### config.mk
export PLATFORM = sky130hd
export DESIGN_NAME = udt_tx_arbiter
export DESIGN_NICKNAME = d
export VERILOG_FILES = /design/src/rtl/udt_tx_arbiter.sv
export SDC_FILE = /design/constraint.sdc
export NUM_CORES = 1
export LEC_CHECK = 0
export CAP_MARGIN = 20
export CORE_ASPECT_RATIO = 0.9
export CORE_MARGIN = 2
export CORE_UTILIZATION = 22
export DETAILED_ROUTE_END_ITERATION = 12
export HOLD_SLACK_MARGIN = 0.05
export PLACE_DENSITY = 0.8
export SLEW_MARGIN = 30
export SYNTH_ARGS = -nofsm -noshare
export SYNTH_HDL_FRONTEND = slang
export SYNTH_SLANG_ARGS = --single-unit
### constraint.sdc
create_clock -name core_clk -period 1.8 [get_ports core_clk]
set_clock_uncertainty 0.15 [all_clocks]
set_input_delay 0.45 -clock core_clk [delete_from_list [all_inputs] [get_ports core_clk]]
set_output_delay 0.45 -clock core_clk [all_outputs]
set_load 0.02 [all_outputs]
### src/rtl/udt_tx_arbiter.sv
// Packet-boundary arbiter sharing the UDP tx stream between UDT control and data sources.
// Optional statistics counters: define UDT_TX_ARB_STATS_EN.
module udt_tx_arbiter #(
    parameter int DATA_W         = 64,
    parameter int MAX_CTRL_BURST = 4
) (
    input  logic                core_clk,
    input  logic                core_rst,
    input  logic                ctrl_tvalid,
    output logic                ctrl_tready,
    input  logic [DATA_W-1:0]   ctrl_tdata,
    input  logic [DATA_W/8-1:0] ctrl_tkeep,
    input  logic                ctrl_tlast,
    input  logic                data_tvalid,
    output logic                data_tready,
    input  logic [DATA_W-1:0]   data_tdata,
    input  logic [DATA_W/8-1:0] data_tkeep,
    input  logic                data_tlast,
    output logic                m_tvalid,
    input  logic                m_tready,
    output logic [DATA_W-1:0]   m_tdata,
    output logic [DATA_W/8-1:0] m_tkeep,
    output logic                m_tlast,
    output logic                m_tsrc,
    output logic                busy
`ifdef UDT_TX_ARB_STATS_EN
    ,
    output logic [31:0]         ctrl_pkt_cnt,
    output logic [31:0]         data_pkt_cnt,
    output logic [31:0]         stall_cnt
`endif
);

    typedef enum logic [1:0] {
        IDLE,
        CTRL,
        DATA
    } state_t;

    localparam logic [3:0] MAX_RUN = 4'(MAX_CTRL_BURST);

    state_t     state_q, state_d;
    logic [3:0] run_q, run_d;
    logic       ctrl_win;

    assign ctrl_win = ctrl_tvalid && (!data_tvalid || run_q < MAX_RUN);

    always_comb begin
        state_d     = state_q;
        run_d       = run_q;
        ctrl_tready = 1'b0;
        data_tready = 1'b0;
        m_tvalid    = 1'b0;
        m_tdata     = '0;
        m_tkeep     = '0;
        m_tlast     = 1'b0;
        m_tsrc      = 1'b0;
        busy        = 1'b0;
        unique case (state_q)
            IDLE: begin
                if (ctrl_win) begin
                    state_d = CTRL;
                    if (run_q != MAX_RUN) begin
                        run_d = run_q + 4'd1;
                    end
                end else if (data_tvalid) begin
                    state_d = DATA;
                    run_d   = '0;
                end
            end
            CTRL: begin
                busy        = 1'b1;
                ctrl_tready = m_tready;
                m_tvalid    = ctrl_tvalid;
                m_tdata     = ctrl_tdata;
                m_tkeep     = ctrl_tkeep;
                m_tlast     = ctrl_tlast;
                if (ctrl_tvalid && m_tready && ctrl_tlast) begin
                    state_d = IDLE;
                end
            end
            DATA: begin
                busy        = 1'b1;
                m_tsrc      = 1'b1;
                data_tready = m_tready;
                m_tvalid    = data_tvalid;
                m_tdata     = data_tdata;
                m_tkeep     = data_tkeep;
                m_tlast     = data_tlast;
                if (data_tvalid && m_tready && data_tlast) begin
                    state_d = IDLE;
                end
            end
            default: state_d = IDLE;
        endcase
    end

    always_ff @(posedge core_clk) begin
        if (core_rst) begin
            state_q <= IDLE;
            run_q   <= '0;
        end else begin
            state_q <= state_d;
            run_q   <= run_d;
        end
    end

`ifdef UDT_TX_ARB_STATS_EN
    logic [31:0] ctrl_pkt_cnt_q, ctrl_pkt_cnt_d;
    logic [31:0] data_pkt_cnt_q, data_pkt_cnt_d;
    logic [31:0] stall_cnt_q, stall_cnt_d;

    always_comb begin
        ctrl_pkt_cnt_d = ctrl_pkt_cnt_q;
        data_pkt_cnt_d = data_pkt_cnt_q;
        stall_cnt_d    = stall_cnt_q;
        if (m_tvalid && m_tready && m_tlast) begin
            if (m_tsrc) begin
                data_pkt_cnt_d = data_pkt_cnt_q + 32'd1;
            end else begin
                ctrl_pkt_cnt_d = ctrl_pkt_cnt_q + 32'd1;
            end
        end
        // Stall count saturates; packet counts wrap
        if (m_tvalid && !m_tready && stall_cnt_q != 32'hFFFF_FFFF) begin
            stall_cnt_d = stall_cnt_q + 32'd1;
        end
    end

    always_ff @(posedge core_clk) begin
        if (core_rst) begin
            ctrl_pkt_cnt_q <= '0;
            data_pkt_cnt_q <= '0;
            stall_cnt_q    <= '0;
        end else begin
            ctrl_pkt_cnt_q <= ctrl_pkt_cnt_d;
            data_pkt_cnt_q <= data_pkt_cnt_d;
            stall_cnt_q    <= stall_cnt_d;
        end
    end

    assign ctrl_pkt_cnt = ctrl_pkt_cnt_q;
    assign data_pkt_cnt = data_pkt_cnt_q;
    assign stall_cnt    = stall_cnt_q;
`endif

endmodule

==> out/qor.tcl <==
set qor(grt_first_pass_wirelength_um) 14400
set qor(hold_viol_final) 0
set qor(cts_buffers) 3
set qor(critical-path-top-delay-family) {buffers and inverters}
set qor(r2r_start) {state_q[0]$_SDFFE_PP0P_}
set qor(power.leakage_uw) 0.00188
set qor(dp_cells) 545
set qor(initial_antenna_violation_count) 0
set qor(final-setup-viol-count) 78
set qor(synth_area_per_cell_sq_um) 6.84
set qor(nFillCells) 476
set qor(ir_drop_v) 0.000322
set qor(yosysSeqAreaShare_pct) 7.74
set qor(drt_drc_violations_left) 0
set qor(hold_path.startpoint) {run_q[0]$_SDFFE_PP0P_}
set qor(synth.ff_latch_count) 6
set qor(cpMostUsedCell) {buf_6}
set qor(area.growth.synth_to_final_pct) 248
set qor(setup.worst_path.end_class) {primary output}
set qor(cts_max_level) 1
set qor(combPwrFrac_pct) 85.3
set qor(post_synth_inst_count) 227
set qor(place_hpwl_um) 7130
set qor(cts.sinks) 6
set qor(path_class_of_the_lowest_slack_min_delay_path) {reg -> reg}
set qor(antennaDiodeCount) 0
set qor(critical-path-slowest-cell) {dfxtp_4}
set qor(post_drt_wl_per_cell_um) 17.3
set qor(dr_total_vias) 2794
set qor(setup.worst_path.start) {state_q[0]$_SDFFE_PP0P_}
set qor(power.switching_uw) 890
set qor(fmaxAchievable_ghz) 0.461
set qor(num_io_pins) 229
set qor(detailedRoute.firstPassIterationCount) 4
set qor(critPathRequiredTime_ns) 1.20
set qor(cts.reportedPaths.clkPinSlew_ns) 0.04
set qor(clock_power_share_pct) 8.3
set qor(die-area_sq_mm) 0.00775
set qor(max_cap_viol_count) 0
set qor(syn-num-nets) 384
set qor(cts_tree) {built}
set qor(port_buffer_count) 228
set qor(clockBufferDepth) 2
set qor(nNetsFinal) 632
set qor(synth.distinct_cells) 22
set qor(final_max_slew_viol_count) 0
set qor(critical-path-max-stage-delay_ns) 0.35
set qor(placedInstanceArea_sq_mm) 0.00496
set qor(violations) {setup timing}
set qor(grt_max_degree) 29
set qor(yosys_warnings) 0
set qor(worst_slew_margin_rel_pct) 79.1
set qor(seqPwrFrac_pct) 6.4
set qor(synth_area_sq_mm) 0.00155
set qor(globalRouteTotalUtil_pct) 22.4
set qor(drt.antenna.violating_nets) 0
set qor(final_layout_size_suffix_gt1_share_pct) 59.2
set qor(grt_remaining_overflow) 0
set qor(timing.final.crit_period_ns) 2.17
set qor(drtIter0Drc) 52
set qor(start_kind) {register}
set qor(postLayoutCellArea_sq_mm) 0.00541
set qor(timing.critical_path.arrival_ns) 1.57
set qor(synth_ff_type) {dfxtp_1}
set qor(via_per_inst) 4.94
set qor(rsz0062_at_grt) {true}
set qor(path_cells) {buf_6 -> ha_4 -> buf_12 -> clkbuf_16 -> a22oi_2 -> nor2b_4 -> buf_6}
set qor(internal_uw) 1530
set qor(die_width_um) 92.6
set qor(crit_path_max_fanout) 6
set qor(initial_utilization_pct) 22.4
set qor(number_of_flops_mapped_to_enable_cells_by_yosys) 0
set qor(run_status) {finished with violations}
set qor(fp.dieH_um) 83.7
set qor(placeableCoreArea_sq_mm) 0.00693
set qor(proportion_of_synthesized_flip_flops_having_asynchronous_set_or_reset_pct) 0
set qor(num_rows) 29
set qor(final_min_period_over_clock_period_pct) 121
set qor(max_slew.worst_pin.slew_ns) 0.311
set qor(switching_share_pct) 36.7
set qor(clock_latency_ns) 0.22
set qor(criticalPathCategory) {reg -> out}
set qor(place.gp.congestion) 0.762
set qor(wl_um) 9770
set qor(power_density_normalized_to_cell_area_mw_per_mm2) 448
set qor(finalNonFillerCells) 566
set qor(worst_slack_ns) -0.371
set qor(cts-root-buf) {clkbuf_8}
set qor(grt_pass1_vias) 2868
set qor(cp_num_buf_inv) 4
==> power groups by stage <==
stage	Sequential [uW]	Clock (uW)	Combinational [uW]
floorplan	153	0	1110
global placement	154	0	1780
detailed placement	155	0	1800
CTS	153	205	1840
global route	157	214	2170
finish	156	201	2070
==> cells in the mapped netlist (2+ instances only) <==
master | instances | area (sq um)
o21ai_0 | 2 | 10.0
nor2b_1 | 75 | 469
a31oi_1 | 2 | 12.5
inv_1 | 4 | 15.0
o21ai_1 | 2 | 10.0
buf_2 | 12 | 60.1
dfxtp_1 | 6 | 120
and2_1 | 3 | 18.8
nand2_1 | 2 | 7.51
nor2_1 | 3 | 11.3
a21oi_1 | 4 | 20.0
nand2b_1 | 3 | 18.8
clkbuf_1 | 13 | 48.8
nand3_1 | 9 | 45.0
a22oi_1 | 75 | 563
ha_1 | 6 | 75.1
==> registers in the layout (all words and copies together), names as in the netlist <==
signal / cells
state_q: 2
run_q: 4
==> metrics by stage <==
stage / utilization (%) / setup slack (ns) / setup TNS, ns / hold WS (ns) / total power, uW
finish: 78.0 / -0.371 / -22.53 / 0.380 / 2420
global route: 78.0 / -0.406 / -26.15 / 0.412 / 2540
CTS: 73.2 / -0.384 / -23.69 / 0.343 / 2190
detailed placement: 71.6 / -0.593 / -41.94 / 0.338 / 1950
global placement: 71.6 / -0.586 / -41.20 / 0.330 / 1930
floorplan: - / -0.0207 / -1.03 / 0.310 / 1260
==> kinds of logic (layout without fill, tap and decap cells) <==
| family | count (synthesis) | in the layout | synth area share, % |
|---|---|---|---|
| flip-flops | 6 | 6 | 7.74 |
| AND/OR/NAND/NOR | 97 | 97 | 37.7 |
| buffers and inverters | 30 | 276 | 8.22 |
| AO/OA/AOI/OAI | 88 | 88 | 41.5 |
| adder cells (fa/ha/maj) | 6 | 6 | 4.83 |
==> area by class of cell <==
class,instances,area [sq um],area share (%)
clock buffers,3,41.3,0.764
inverters,4,20.0,0.370
multi-input cells,191,2230,41.3
flip-flops and latches,6,128,2.36
well taps,93,116,2.15
repair buffers,269,2870,53.1
==> placed cells by master (no fill, tap or decap), drive strengths merged, types with 2 or more instances in the layout <==
master / netlist / final
clkdlybuf4s50: 0 / 149
buf: 13 / 114
a22oi: 75 / 75
nor2b: 75 / 75
nand3: 9 / 9
clkbuf: 13 / 8
ha: 6 / 6
dfxtp: 6 / 6
a21oi: 4 / 4
inv: 4 / 4
o21ai: 4 / 4
nand2b: 3 / 3
and2: 3 / 3
nor2: 3 / 3
nand2: 2 / 2
a31oi: 2 / 2
==> per-layer routing <==
metal	track usage (%)	part of all wire (%)
met5	0	0
met2	43.5	54
met1	25.0	36
met3	4.88	7.7
met4	3.93	1.4
==> path summary, 6_finish.rpt <==
check | slack, ns | cells after the start | end
worst min-delay path | 0.38 | 2 | run_q[0]$_SDFFE_PP0P_
worst min register to register | 0.38 | 2 | run_q[0]$_SDFFE_PP0P_
worst max register to register | -0.09 | 8 | state_q[1]$_SDFFE_PP0P_
worst max-delay path | -0.37 | 7 | m_tdata[25]
==> timing repair <==
item,CTS,global route
endpoints found under the setup margin,81,83
gates cloned,0,7
resized for setup,347,131
pin swaps,11,9
hold endpoints to repair,0,0
buffers inserted,4,8
hold buffers,0,0
==> worst reg2reg max path, stage by stage, from the launching register on <==
cell and delay, ns:
dfxtp_4 0.35, buf_6 0.12, ha_4 0.20, buf_4 0.15
buf_8 0.14, buf_4 0.14, a222oi_1 0.31, nand2b_1 0.15
a21oi_1 0.06
Power figures use the tool's default switching activity.
